[config.mk]
export PLATFORM = sky130hd
export DESIGN_NAME = core_mmu_section_xlat
export DESIGN_NICKNAME = d
export VERILOG_FILES = /design/src/rtl/core_mmu_section_xlat.sv
export SDC_FILE = /design/constraint.sdc
export NUM_CORES = 1
export LEC_CHECK = 0
export CORE_ASPECT_RATIO = 1.1
export CORE_MARGIN = 3
export CORE_UTILIZATION = 55
export DETAILED_ROUTE_END_ITERATION = 10
export GPL_ROUTABILITY_DRIVEN = 0
export HOLD_SLACK_MARGIN = 0.08
export PLACE_DENSITY = 0.84
export SYNTH_ARGS = -nofsm -noshare
export SYNTH_HDL_FRONTEND = slang
export SYNTH_SLANG_ARGS = --single-unit
export TNS_END_PERCENT = 5
[constraint.sdc]
create_clock -name clk -period 21.1 [get_ports clk]
set_input_delay 5.275 -clock clk [delete_from_list [all_inputs] [get_ports clk]]
set_output_delay 5.275 -clock clk [all_outputs]
set_load 0.02 [all_outputs]
[src/rtl/core_mmu_section_xlat.sv]
// MMU channel that translates one requester's word addresses through a fully-associative
// section TLB. It walks a one-level table on a miss and applies DAC/AP checks. fault_type: 0=translation, 1=domain, 2=permission.
module core_mmu_section_xlat #(
  parameter int TLB_ENTRIES = 4,
  parameter int VA_W        = 30
) (
  input  logic             clk,
  input  logic             rst,
  input  logic             mmu_enable,
  input  logic [VA_W-13:0] mmu_ttbr,
  input  logic [31:0]      mmu_dac,
  input  logic             privileged,
  input  logic             tlb_flush,
  input  logic             req_start,
  input  logic [VA_W-1:0]  req_addr,
  input  logic             req_write,
  input  logic             req_user,
  input  logic [31:0]      req_data_wr,
  input  logic [3:0]       req_data_be,
  output logic             req_ready,
  output logic             req_fault,
  output logic [31:0]      req_data_rd,
  output logic             bus_start,
  output logic [VA_W-1:0]  bus_addr,
  output logic             bus_write,
  output logic [31:0]      bus_data_wr,
  output logic [3:0]       bus_data_be,
  input  logic             bus_ready,
  input  logic [31:0]      bus_data_rd,
  output logic [VA_W-1:0]  fault_addr,
  output logic [1:0]       fault_type,
  output logic [3:0]       fault_domain
);
  // state  | meaning
  // IDLE   | waiting for req_start
  // LOOKUP | compare section index against TLB, check DAC/AP on hit
  // WALK   | descriptor read outstanding
  // FILL   | write descriptor into victim entry
  // ACCESS | data access outstanding
  // FAULT  | fault reported, req_ready/req_fault high
  localparam int OFF_W = VA_W - 12;
  localparam int PTR_W = (TLB_ENTRIES > 1) ? $clog2(TLB_ENTRIES) : 1;
  localparam logic [1:0] FT_TRANS = 2'd0, FT_DOMAIN = 2'd1, FT_PERM = 2'd2;

  typedef enum logic [2:0] {S_IDLE, S_LOOKUP, S_WALK, S_FILL, S_ACCESS, S_FAULT} state_t;
  state_t r_state, w_state_nxt;

  logic [VA_W-1:0] r_va;
  logic            r_write, r_user;
  logic [31:0]     r_wdata;
  logic [3:0]      r_be;
  logic [11:0]     r_desc_base;
  logic [3:0]      r_desc_dom;
  logic [1:0]      r_desc_ap;

  logic [TLB_ENTRIES-1:0] r_valid;
  logic [11:0]            r_tag  [TLB_ENTRIES];
  logic [11:0]            r_base [TLB_ENTRIES];
  logic [3:0]             r_dom  [TLB_ENTRIES];
  logic [1:0]             r_ap   [TLB_ENTRIES];
  logic [PTR_W-1:0]       r_rr;

  logic            r_req_ready, r_req_fault, r_bus_start, r_bus_write;
  logic [31:0]     r_req_data_rd, r_bus_data_wr;
  logic [VA_W-1:0] r_bus_addr, r_fault_addr;
  logic [3:0]      r_bus_be, r_fault_domain;
  logic [1:0]      r_fault_type;

  logic [11:0]      w_idx, w_hit_base;
  logic             w_hit, w_all_valid, w_eff_user, w_dom_fault, w_perm_fault, w_deny;
  logic [3:0]       w_hit_dom;
  logic [1:0]       w_hit_ap, w_dac_d;
  logic [PTR_W-1:0] w_victim;
  logic             w_walk_go, w_acc_go, w_fault_go, w_done;
  logic [VA_W-1:0]  w_acc_addr;
  logic             w_acc_write;
  logic [31:0]      w_acc_wd;
  logic [3:0]       w_acc_be;
  logic [1:0]       w_ftype;
  logic [3:0]       w_fdom;

  assign w_idx = r_va[VA_W-1:OFF_W];

  always_comb begin
    w_hit      = 1'b0;
    w_hit_base = '0;
    w_hit_dom  = '0;
    w_hit_ap   = '0;
    for (int i = 0; i < TLB_ENTRIES; i++) begin
      if (!w_hit && r_valid[i] && r_tag[i] == w_idx) begin
        w_hit      = 1'b1;
        w_hit_base = r_base[i];
        w_hit_dom  = r_dom[i];
        w_hit_ap   = r_ap[i];
      end
    end
  end

  // Lowest invalid entry first; round-robin only once the TLB is full.
  always_comb begin
    w_all_valid = &r_valid;
    w_victim    = r_rr;
    for (int i = TLB_ENTRIES - 1; i >= 0; i--) begin
      if (!r_valid[i]) w_victim = PTR_W'(i);
    end
  end

  always_comb begin
    w_dac_d      = mmu_dac[{w_hit_dom, 1'b0} +: 2];
    w_eff_user   = r_user | ~privileged;
    w_dom_fault  = (w_dac_d == 2'b00) || (w_dac_d == 2'b10);
    w_perm_fault = 1'b0;
    if (w_dac_d == 2'b01) begin
      case (w_hit_ap)
        2'b00:   w_perm_fault = 1'b1;
        2'b01:   w_perm_fault = w_eff_user;
        2'b10:   w_perm_fault = w_eff_user & r_write;
        default: w_perm_fault = 1'b0;
      endcase
    end
    w_deny = w_dom_fault | w_perm_fault;
  end

  always_ff @(posedge clk or posedge rst) begin
    if (rst) r_state <= S_IDLE;
    else     r_state <= w_state_nxt;
  end

  always_comb begin
    w_state_nxt = r_state;
    case (r_state)
      S_IDLE:   if (req_start) w_state_nxt = mmu_enable ? S_LOOKUP : S_ACCESS;
      S_LOOKUP: w_state_nxt = !w_hit ? S_WALK : (w_deny ? S_FAULT : S_ACCESS);
      S_WALK:   if (bus_ready) w_state_nxt = (bus_data_rd[1:0] == 2'b10) ? S_FILL : S_FAULT;
      S_FILL:   w_state_nxt = S_LOOKUP;
      S_ACCESS: if (bus_ready) w_state_nxt = S_IDLE;
      S_FAULT:  w_state_nxt = S_IDLE;
      default:  w_state_nxt = S_IDLE;
    endcase
  end

  always_comb begin
    w_walk_go   = 1'b0;
    w_acc_go    = 1'b0;
    w_fault_go  = 1'b0;
    w_done      = 1'b0;
    w_acc_addr  = '0;
    w_acc_write = 1'b0;
    w_acc_wd    = '0;
    w_acc_be    = '0;
    w_ftype     = FT_TRANS;
    w_fdom      = '0;
    case (r_state)
      S_IDLE: begin
        if (req_start && !mmu_enable) begin
          w_acc_go    = 1'b1;
          w_acc_addr  = req_addr;
          w_acc_write = req_write;
          w_acc_wd    = req_data_wr;
          w_acc_be    = req_data_be;
        end
      end
      S_LOOKUP: begin
        if (!w_hit) begin
          w_walk_go = 1'b1;
        end else if (w_deny) begin
          w_fault_go = 1'b1;
          w_ftype    = w_dom_fault ? FT_DOMAIN : FT_PERM;
          w_fdom     = w_hit_dom;
        end else begin
          w_acc_go    = 1'b1;
          w_acc_addr  = {w_hit_base, r_va[OFF_W-1:0]};
          w_acc_write = r_write;
          w_acc_wd    = r_wdata;
          w_acc_be    = r_be;
        end
      end
      S_WALK:   w_fault_go = bus_ready && (bus_data_rd[1:0] != 2'b10);
      S_ACCESS: w_done     = bus_ready;
      default:  ;
    endcase
  end

  always_ff @(posedge clk or posedge rst) begin
    if (rst) begin
      r_va        <= '0;
      r_write     <= 1'b0;
      r_user      <= 1'b0;
      r_wdata     <= '0;
      r_be        <= '0;
      r_desc_base <= '0;
      r_desc_dom  <= '0;
      r_desc_ap   <= '0;
    end else begin
      if (r_state == S_IDLE && req_start) begin
        r_va    <= req_addr;
        r_write <= req_write;
        r_user  <= req_user;
        r_wdata <= req_data_wr;
        r_be    <= req_data_be;
      end
      if (r_state == S_WALK && bus_ready) begin
        r_desc_base <= bus_data_rd[31:20];
        r_desc_dom  <= bus_data_rd[8:5];
        r_desc_ap   <= bus_data_rd[11:10];
      end
    end
  end

  // A flush coinciding with FILL wins, so the following lookup misses.
  always_ff @(posedge clk or posedge rst) begin
    if (rst) begin
      r_valid <= '0;
      r_rr    <= '0;
    end else if (tlb_flush) begin
      r_valid <= '0;
    end else if (r_state == S_FILL) begin
      r_valid[w_victim] <= 1'b1;
      if (w_all_valid) r_rr <= (r_rr == PTR_W'(TLB_ENTRIES - 1)) ? '0 : r_rr + 1'b1;
    end
  end

  always_ff @(posedge clk) begin
    if (r_state == S_FILL && !tlb_flush) begin
      r_tag[w_victim]  <= w_idx;
      r_base[w_victim] <= r_desc_base;
      r_dom[w_victim]  <= r_desc_dom;
      r_ap[w_victim]   <= r_desc_ap;
    end
  end

  always_ff @(posedge clk or posedge rst) begin
    if (rst) begin
      r_req_ready    <= 1'b0;
      r_req_fault    <= 1'b0;
      r_req_data_rd  <= '0;
      r_bus_start    <= 1'b0;
      r_bus_addr     <= '0;
      r_bus_write    <= 1'b0;
      r_bus_data_wr  <= '0;
      r_bus_be       <= '0;
      r_fault_addr   <= '0;
      r_fault_type   <= FT_TRANS;
      r_fault_domain <= '0;
    end else begin
      r_bus_start <= w_walk_go | w_acc_go;
      r_req_ready <= w_done | w_fault_go;
      r_req_fault <= w_fault_go;
      if (w_walk_go) begin
        r_bus_addr  <= {mmu_ttbr, w_idx};
        r_bus_write <= 1'b0;
        r_bus_be    <= 4'hF;
      end else if (w_acc_go) begin
        r_bus_addr    <= w_acc_addr;
        r_bus_write   <= w_acc_write;
        r_bus_data_wr <= w_acc_wd;
        r_bus_be      <= w_acc_be;
      end
      if (w_done) r_req_data_rd <= bus_data_rd;
      if (w_fault_go) begin
        r_fault_addr   <= r_va;
        r_fault_type   <= w_ftype;
        r_fault_domain <= w_fdom;
      end
    end
  end

  assign req_ready    = r_req_ready;
  assign req_fault    = r_req_fault;
  assign req_data_rd  = r_req_data_rd;
  assign bus_start    = r_bus_start;
  assign bus_addr     = r_bus_addr;
  assign bus_write    = r_bus_write;
  assign bus_data_wr  = r_bus_data_wr;
  assign bus_data_be  = r_bus_be;
  assign fault_addr   = r_fault_addr;
  assign fault_type   = r_fault_type;
  assign fault_domain = r_fault_domain;
endmodule
==> metrics.yaml, run 1 <==
hold_violations: 0
power_density_nw_per_um2: 138.3
fin_crit_ns: 7.774
finalNetCount: 1551
synth_top_area_share_pct: 37.97
core_um2: 27190
critical_path_class: "input port to flip-flop"
remaining_drc_errors: 0
ys_types: 71
viasPerCell: 5.961
grt_pass1_vias: 11080
synthXorXnorAreaFrac_pct: 2.795
fin_skew_ns: 0.01670
rr_startpoint: "r_va[27]"
dpl.hpwl_um: 25560
reg2reg_to: "bus_addr[21]"
io_buffer_count: 294
async_flop_share_pct: 66.01
setup_tns_ns: 0
start_kind: "input port"
drive_gt1_share_pct: 16.24
synth_simple_gate_area_share_pct: 8.866
seq_area_frac_synth_pct: 61.44
synthTopCellsByArea: "dfrtp_1 (38%), edfxtp_1 (23%), mux2_2 (8.9%)"
synth_ff_type: "dfrtp_1"
synthAdderAreaFrac_pct: 0.08149
synth_top_family_by_area: "multiplexers"
dr.pass1.iters: 6
fmax_ghz: 0.1286
peakVddDrop_mv: 0.1069
antenna_left: 0
final_common_cell: "clkdlybuf4s50_1"
rsz0062_at_grt: "false"
nFillCells: 1805
initial_utilization_pct: 56.46
synth_edf_count: 120
holdBufCountCts: 0
outcome: "completed"
power.total_w: 0.002742
synth_area_um2: 15350
die_y_um: 181.2
finalCritPeriodShare_pct: 36.84
cts_resized: 0
ys_ff_latch: 353
p_leak_nw: 7.730
layout_common_cells: "clkdlybuf4s50_1 (294), dfrtp_1 (233), mux2_2 (121)"
drtIter0Drc: 1018
cp-endpoint: "bus_addr[21]"
cp_max_fo: 68
h-tree-depth: 2
synthMuxAreaShare_pct: 13.87
max-slew-margin-rel_pct: 20.16
drv_cap: 0
vias: 10600
stdcell_area_um2: 19830
drt-total-wl_um: 38660
syn_area_per_cell_um2: 13.78
worstMarginPinSlew_ns: 1.189
ff2ff_path_depth: 11
clk_pin_slew_ns: 0.06
synthToLayoutAreaGrowth_pct: 29.16
synth-compound-area-share_pct: 10.20
synthCells: 1114
rows: 63
wl_per_cell_um: 21.73
grt_pass1_wl_um: 60260
syn-num-nets: 1272
die_w_um: 165.3
grtUsageTotal_pct: 25.53
overflow: 0
cp.arrival_ns: 8.19
hold_path_depth: 1
synth_top_area_cell: "dfrtp_1"
synth_warnings: 0
hp-class: "flip-flop to flip-flop"
clock_path_buffers: 3
worstPathRequired_ns: 21.52
postCtsSetupBuffers: 0
cts_buffers: 37
num_antenna_cells: 0
placed_area_um2: 18580
cts_sinks: 353
worstSetupStartpoint: "privileged"
die_area_um2: 29960
grt_antenna_before_repair: 0
grt_start_max_net_pins: 98
cts_tree: "built"
reg2reg_slack_ns: 15.56
slew_viol_final: 0
clk_latency_ns: 0.52
cts-root-buf: "clkbuf_16"
io_pins: 295
cp-end-kind: "flip-flop"
setup_viol: 0
-- state kept, by name (all words and copies together), names as in the netlist, 16 cells and up --
name         cells
r_base          48
r_tag           48
bus_data_wr     32
r_wdata         32
req_data_rd     32
bus_addr        30
fault_addr      30
r_va            30
r_dom           16
-- power by group --
group | internal (W) | switching (W) | total [W]
Sequential | 0.000959 | 0.000196 | 0.00115
Combinational | 0.000490 | 0.000442 | 0.000933
Clock | 0.000396 | 0.000259 | 0.000655
Total | 0.00185 | 0.000897 | 0.00274
-- critical path, cell delays in order --
cell	delay, ns
clkdlybuf4s50_1	0.45
nor2b_1	0.32
a21o_1	0.17
a22oi_1	0.06
a31oi_1	0.25
a31oi_1	0.07
a22oi_1	0.34
and2_4	0.93
mux2i_1	0.31
-- worst min path at each step --
| stage | start | endpoint | slack, ns |
|---|---|---|---|
| CTS | fault_addr[14] | fault_addr[14] | 0.49 |
| floorplan | r_va[18] | r_tag[0][0] | 0.47 |
| finish | fault_addr[14] | fault_addr[14] | 0.49 |
| detailed placement | fault_addr[14] | fault_addr[14] | 0.48 |
| global route | fault_addr[23] | fault_addr[23] | 0.51 |
| global placement | fault_addr[20] | fault_addr[20] | 0.48 |
-- kinds of logic after synthesis --
group / Yosys count
adders and majority gates: 1
DFF: 353
AOI/OAI and AO/OA: 205
muxes: 194
xor gates and xnor gates: 49
buffers and inverters: 84
and+or+nand+nor: 228
-- area by class of cell --
type | instances | area, µm² | area share, %
Sequential cell | 353 | 9434 | 47.57
Inverter | 15 | 63.81 | 0.3218
Multi-Input combinational cell | 677 | 5583 | 28.15
Clock inverter | 11 | 115.1 | 0.5804
Tap cell | 357 | 446.7 | 2.252
Timing Repair Buffer | 309 | 3055 | 15.41
Clock buffer | 57 | 1134 | 5.716
-- through the flow --
step	utilization [%]	setup WS [ns]	hold WS [ns]	std cells
finish	72.92	13.33	0.4885	1779
global route	72.92	13.11	0.5114	1779
CTS	72.92	13.34	0.4941	1779
detailed placement	68.33	12.82	0.4806	1711
global placement	68.33	12.90	0.4751	1711
floorplan	-	9.435	0.4710	1114
-- Yosys cell counts (3+ instances only) --
cell      count
or2_2         8
nand2_1      25
nor3_1        8
clkbuf_1     40
mux2i_1      44
dfrtp_1     233
mux2_2      121
or3_1         4
nor4_2        3
nor2b_1       4
a22o_1       31
a21oi_1      44
o22ai_1       3
a21o_1        5
a31oi_1       9
buf_2        13
nor4_4        3
inv_1        15
nor4_1        4
mux2_1       29
and2_1       43
a211oi_1      7
xnor2_1      41
a22oi_1      28
and4_1        8
nand3_1       9
buf_6         9
nand4_1      21
and3_1       12
buf_4         6
nand3b_1      6
nand2b_1      8
edfxtp_1    120
o21ai_0      18
or4_1         4
nor2_1       46
xor2_1        8
a221o_1      37
-- layer usage --
layer,track usage [%],wire length (µm),part of all wire [%]
met1,33.61,15500,40
met2,43.81,19350,50
met3,4.173,2851,7.4
met4,7.188,958,2.5
met5,0,0,0
Power figures use the tool's default switching activity.
==> run 2: changes to the inputs <==
--- a/config.mk
+++ b/config.mk
@@ -7,11 +7,11 @@
 export LEC_CHECK = 0
 export CORE_ASPECT_RATIO = 1.1
 export CORE_MARGIN = 3
-export CORE_UTILIZATION = 55
+export CORE_UTILIZATION = 47
 export DETAILED_ROUTE_END_ITERATION = 10
 export GPL_ROUTABILITY_DRIVEN = 0
 export HOLD_SLACK_MARGIN = 0.08
-export PLACE_DENSITY = 0.84
+export PLACE_DENSITY = 0.76
 export SYNTH_ARGS = -nofsm -noshare
 export SYNTH_HDL_FRONTEND = slang
 export SYNTH_SLANG_ARGS = --single-unit
==> constraint.sdc (replaced) <==
create_clock -name clk -period 6.72 [get_ports clk]
set_input_delay 1.68 -clock clk [delete_from_list [all_inputs] [get_ports clk]]
set_output_delay 1.68 -clock clk [all_outputs]
set_load 0.02 [all_outputs]
==> run 2 against run 1 <==
Non-clock buffer count grew 1. Sequential power grew to 3.1 times the previous value. Combinational power grew to 3.2 times the previous value. Clock power grew to 3.2 times the previous value. First-iteration DRC count shrank 7.4%. Worst setup slack lost 12 ns. Global-route usage shrank 3.1 points. Wire length grew 3.4%. Highest routed layer unchanged. Sequential cell count is the same. Clock skew shrank 0.0027 ns. Clock-buffer cell count shrank 12. Cell count grew 3.6%.
==> metrics.yaml, run 2 (synthesis gave the netlist of run 1 again) <==
outcome: "completed"
nFillCells: 2423
slew_viol_final: 0
finalNetCount: 1552
max-slew-margin-rel_pct: 24.04
final_common_cell: "clkdlybuf4s50_1"
io_buffer_count: 294
rows: 68
grtUsageTotal_pct: 22.40
cts-root-buf: "clkbuf_16"
top_regs: "r_base x48, r_tag x48"
dpl.hpwl_um: 26710
hold_violations: 0
setup_tns_ns: 0
wl_per_cell_um: 21.68
hp-class: "flip-flop to flip-flop"
fin_crit_ns: 5.275
cp-end-kind: "flip-flop"
grt_antenna_before_repair: 0
die_w_um: 178.3
grt_pass1_vias: 10890
cp-endpoint: "bus_addr[22]"
clk_latency_ns: 0.53
fmax_ghz: 0.1896
p_leak_nw: 7.722
multi_input_area_um2: 5583
cp.arrival_ns: 5.71
start_kind: "flip-flop"
drtIter0Drc: 943
cts_buffers: 37
regArea_um2: 9434
critical_path_class: "flip-flop to flip-flop"
whs_ns: 0.4905
postCtsSetupBuffers: 0
h-tree-depth: 2
clk_pin_slew_ns: 0.06
holdBufCountCts: 0
die_area_um2: 34880
worstPathRequired_ns: 7.16
antenna_left: 0
cts_tree: "built"
die_y_um: 195.6
rr_startpoint: "r_va[27]"
initial_utilization_pct: 48.25
layout_common_cells: "clkdlybuf4s50_1 (294), dfrtp_1 (233), mux2_2 (121)"
cp_max_fo: 68
vias: 10660
cts_sinks: 353
drive_gt1_share_pct: 16.51
grt_pass1_wl_um: 61450
viasPerCell: 5.784
core_um2: 31820
cts_resized: 0
remaining_drc_errors: 0
rsz0062_at_grt: "false"
power_density_nw_per_um2: 433.0
drv_cap: 0
ff2ff_path_depth: 11
overflow: 0
num_antenna_cells: 0
peakVddDrop_mv: 0.3193
worstMarginPinSlew_ns: 1.130
fin_skew_ns: 0.01399
setup_viol: 0
worstSetupStartpoint: "r_va[27]"
clock_path_buffers: 3
drt-total-wl_um: 39960
reg2reg_slack_ns: 1.44
reg2reg_to: "bus_addr[22]"
grt_start_max_net_pins: 145
synthToLayoutAreaGrowth_pct: 29.92
finalCritPeriodShare_pct: 78.50
dr.pass1.iters: 5
io_pins: 295
-- run 2: report_power, final --
part	switching, W	leakage (nW)	internal (W)	total (W)
Combinational	0.00142	3.20	0.00154	0.00296
Sequential	0.000584	3.92	0.00301	0.00359
Clock	0.000861	0.605	0.00122	0.00209
Total	0.00287	7.72	0.00577	0.00864
-- run 2: worst max-delay path, stage by stage (launching register included) --
cell and delay (ns):
dfrtp_1 0.52, xnor2_1 0.43, and4_1 0.32, and4_1 0.96, o311ai_1 0.40, a211oi_1 0.34, a2111oi_0 0.11, a2111oi_1 0.36
a311oi_2 0.10, a22oi_1 0.33, and2_4 0.85, mux2i_1 0.29
-- run 2: layer usage --
| metal | part of all wire [%] | GRT usage, % | routed length, µm |
|---|---|---|---|
| met2 | 49 | 37.69 | 19710 |
| met4 | 3.5 | 8.574 | 1400 |
| met1 | 41 | 29.00 | 16280 |
| met5 | 0 | 0 | 0 |
| met3 | 6.4 | 3.715 | 2566 |
-- run 2: worst min-delay path by stage --
stage / start / endpoint / slack, ns / cells after the start
after floorplan: r_va[18] / r_tag[0][0] / 0.47 / 0
after global placement: fault_addr[1] / fault_addr[1] / 0.48 / 1
after detailed placement: fault_addr[8] / fault_addr[8] / 0.48 / 1
after CTS: fault_addr[0] / fault_addr[0] / 0.50 / 1
after global routing: fault_addr[8] / fault_addr[8] / 0.50 / 1
final: fault_addr[0] / fault_addr[0] / 0.49 / 1
-- run 2: cell type report --
class                           instances  area share, %
Clock buffer                           45          5.156
Clock inverter                         23          1.217
Inverter                               15         0.3011
Multi-Input combinational cell        677          27.99
Sequential cell                       353          47.29
Tap cell                              420          2.634
Timing Repair Buffer                  310          15.42
-- run 2: stage by stage --
stage / utilization, % / setup WS [ns] / area (µm²) / power [W] / instances
after global routing: 62.69 / 1.136 / 19950 / 0.009055 / 1843
after detailed placement: 58.70 / 1.462 / 18680 / 0.006599 / 1775
after global placement: 58.70 / 1.677 / 18680 / 0.006484 / 1775
after floorplan: - / 1.990 / 15360 / 0.005236 / 1114
final: 62.69 / 1.445 / 19950 / 0.008639 / 1843
after CTS: 62.69 / 1.471 / 19950 / 0.008706 / 1843
==> run 3: changes to the inputs <==
--- a/config.mk
+++ b/config.mk
@@ -7,11 +7,11 @@
 export LEC_CHECK = 0
 export CORE_ASPECT_RATIO = 1.1
 export CORE_MARGIN = 3
-export CORE_UTILIZATION = 47
+export CORE_UTILIZATION = 52
 export DETAILED_ROUTE_END_ITERATION = 10
 export GPL_ROUTABILITY_DRIVEN = 0
 export HOLD_SLACK_MARGIN = 0.08
-export PLACE_DENSITY = 0.76
+export PLACE_DENSITY = 0.8
 export SYNTH_ARGS = -nofsm -noshare
 export SYNTH_HDL_FRONTEND = slang
 export SYNTH_SLANG_ARGS = --single-unit
==> constraint.sdc (replaced) <==
create_clock -name clk -period 5 [get_ports clk]
set_input_delay 1.25 -clock clk [delete_from_list [all_inputs] [get_ports clk]]
set_output_delay 1.25 -clock clk [all_outputs]
set_load 0.02 [all_outputs]
==> run 3 against run 2 <==
Sequential power increased by 35%. Highest routed layer unchanged. Die area decreased by 9.3%. Largest power group unchanged. Core utilization increased by 6.7 points. Register-to-register slack got worse by 1.3 ns. Combinational power increased by 35%. Final area increased by 0.39%. Clock-buffer cell count increased by 7.
==> metrics.yaml, run 3 (synthesis gave the netlist of run 1 again) <==
outcome: "completed"
fin_crit_ns: 4.809
grt_pass1_wl_um: 60190
synthToLayoutAreaGrowth_pct: 30.43
finalNetCount: 1561
initial_utilization_pct: 53.18
grt_start_max_net_pins: 165
clock_path_buffers: 3
layout_common_cells: "clkdlybuf4s50_1 (294), dfrtp_1 (233), mux2_2 (121)"
top_layer: "met4"
worstSetupStartpoint: "r_va[19]"
fin_skew_ns: 0.01352
whs_ns: 0.4884
grtUsageTotal_pct: 24.34
finalCritPeriodShare_pct: 96.18
grt_antenna_before_repair: 0
cts-root-buf: "clkbuf_16"
max-slew-margin-rel_pct: 22.63
dr_wl_met3_um: 2791
holdBufCountCts: 0
cp-end-kind: "flip-flop"
overflow: 0
cts_sinks: 353
antenna_left: 0
drtIter0Drc: 966
wl_per_cell_um: 22.38
die_area_um2: 31630
start_kind: "flip-flop"
power_density_nw_per_um2: 586.3
dpl.hpwl_um: 26550
worstHoldStart: "fault_addr[7]"
cp_max_fo: 18
dr.pass1.iters: 6
core_um2: 28870
worstPathRequired_ns: 5.46
num_antenna_cells: 0
postCtsSetupBuffers: 0
drt-total-wl_um: 40300
cts_buffers: 38
dp_cells: 1729
rr_startpoint: "r_va[19]"
slew_viol_final: 0
fmax_ghz: 0.2079
wl_met1_um: 16310
viasPerCell: 5.977
setup_viol: 0
rows: 65
io_pins: 295
clk_latency_ns: 0.53
p_leak_nw: 7.798
remaining_drc_errors: 0
final_cell_count_no_fill: 1801
worstMarginPinSlew_ns: 1.159
peakVddDrop_mv: 0.3273
hold_violations: 0
vias: 10760
cp.arrival_ns: 5.27
die_w_um: 169.8
top_regs: "r_base x48, r_tag x48"
die_y_um: 186.2
final_common_cell: "clkdlybuf4s50_1"
cts_tree: "built"
io_buffer_count: 294
drv_cap: 0
dr_wl_met2_um: 20040
hp-class: "flip-flop to flip-flop"
grt_pass1_vias: 10890
clk_pin_slew_ns: 0.06
drive_gt1_share_pct: 17.03
critical_path_class: "flip-flop to flip-flop"
h-tree-depth: 2
-- run 3: metal layers --
metal	track usage [%]	vias to the layer above
met5	0	-
met4	7.493	0
met3	4.270	74
met2	41.75	481
met1	32.01	5438
li1	-	4771
-- run 3: critical path, stage by stage, from the launching register on --
cell and delay (ns):
dfrtp_1 0.72, xnor2_1 0.18, nand3_1 0.19, or4_1 0.90
o311ai_1 0.36, a211oi_1 0.17, a2111oi_0 0.43, a2111oi_1 0.10
a311oi_2 0.33, a22oi_2 0.20, a21oi_2 0.86, a221o_1 0.28
-- run 3: path summary, 6_finish.rpt --
kind	end	slack, ns	cells past startpoint
worst max-delay path	bus_data_wr[30]	0.19	11
worst min-delay path	fault_addr[7]	0.49	1
worst max register to register	bus_data_wr[30]	0.19	11
worst min register to register	fault_addr[7]	0.49	1
max in group asynchronous	bus_data_wr[8]	2.91	3
min in group asynchronous	bus_addr[28]	1.22	3
-- run 3: power by group --
| part | total, W | internal, W | switching [W] |
|---|---|---|---|
| Clock | 0.00290 | 0.00174 | 0.00116 |
| Combinational | 0.00399 | 0.00207 | 0.00192 |
| Sequential | 0.00485 | 0.00404 | 0.000806 |
-- run 3: per-stage QoR --
stage | instance area, µm² | util [%] | worst slack, ns | power, W | TNS [ns]
6_report | 20030 | 69.37 | 0.1911 | 0.01174 | 0
5_1_grt | 20030 | 69.37 | -0.005737 | 0.01229 | -0.01634
4_1_cts | 20000 | 69.28 | 0.2342 | 0.01181 | 0
3_5_place_dp | 18680 | 64.69 | 0.3026 | 0.008886 | 0
3_3_place_gp | 18680 | 64.69 | 0.3534 | 0.008713 | 0
2_1_floorplan | 15360 | - | 0.7001 | 0.007037 | 0
-- run 3: final cells by class --
cell class,instances,area [µm²]
Sequential cell,353,9434
Fill cell,1921,8845
Multi-Input combinational cell,679,5602
Timing Repair Buffer,316,3146
Clock buffer,52,1117
Tap cell,368,460.4
Clock inverter,18,207.7
Inverter,15,60.06
-- run 3: what timing repair did --
action                                  in CTS  in global routing
gates resized for setup                      0                  2
endpoints found under the setup margin       0                 20
endpoints found under the hold margin        0                  0
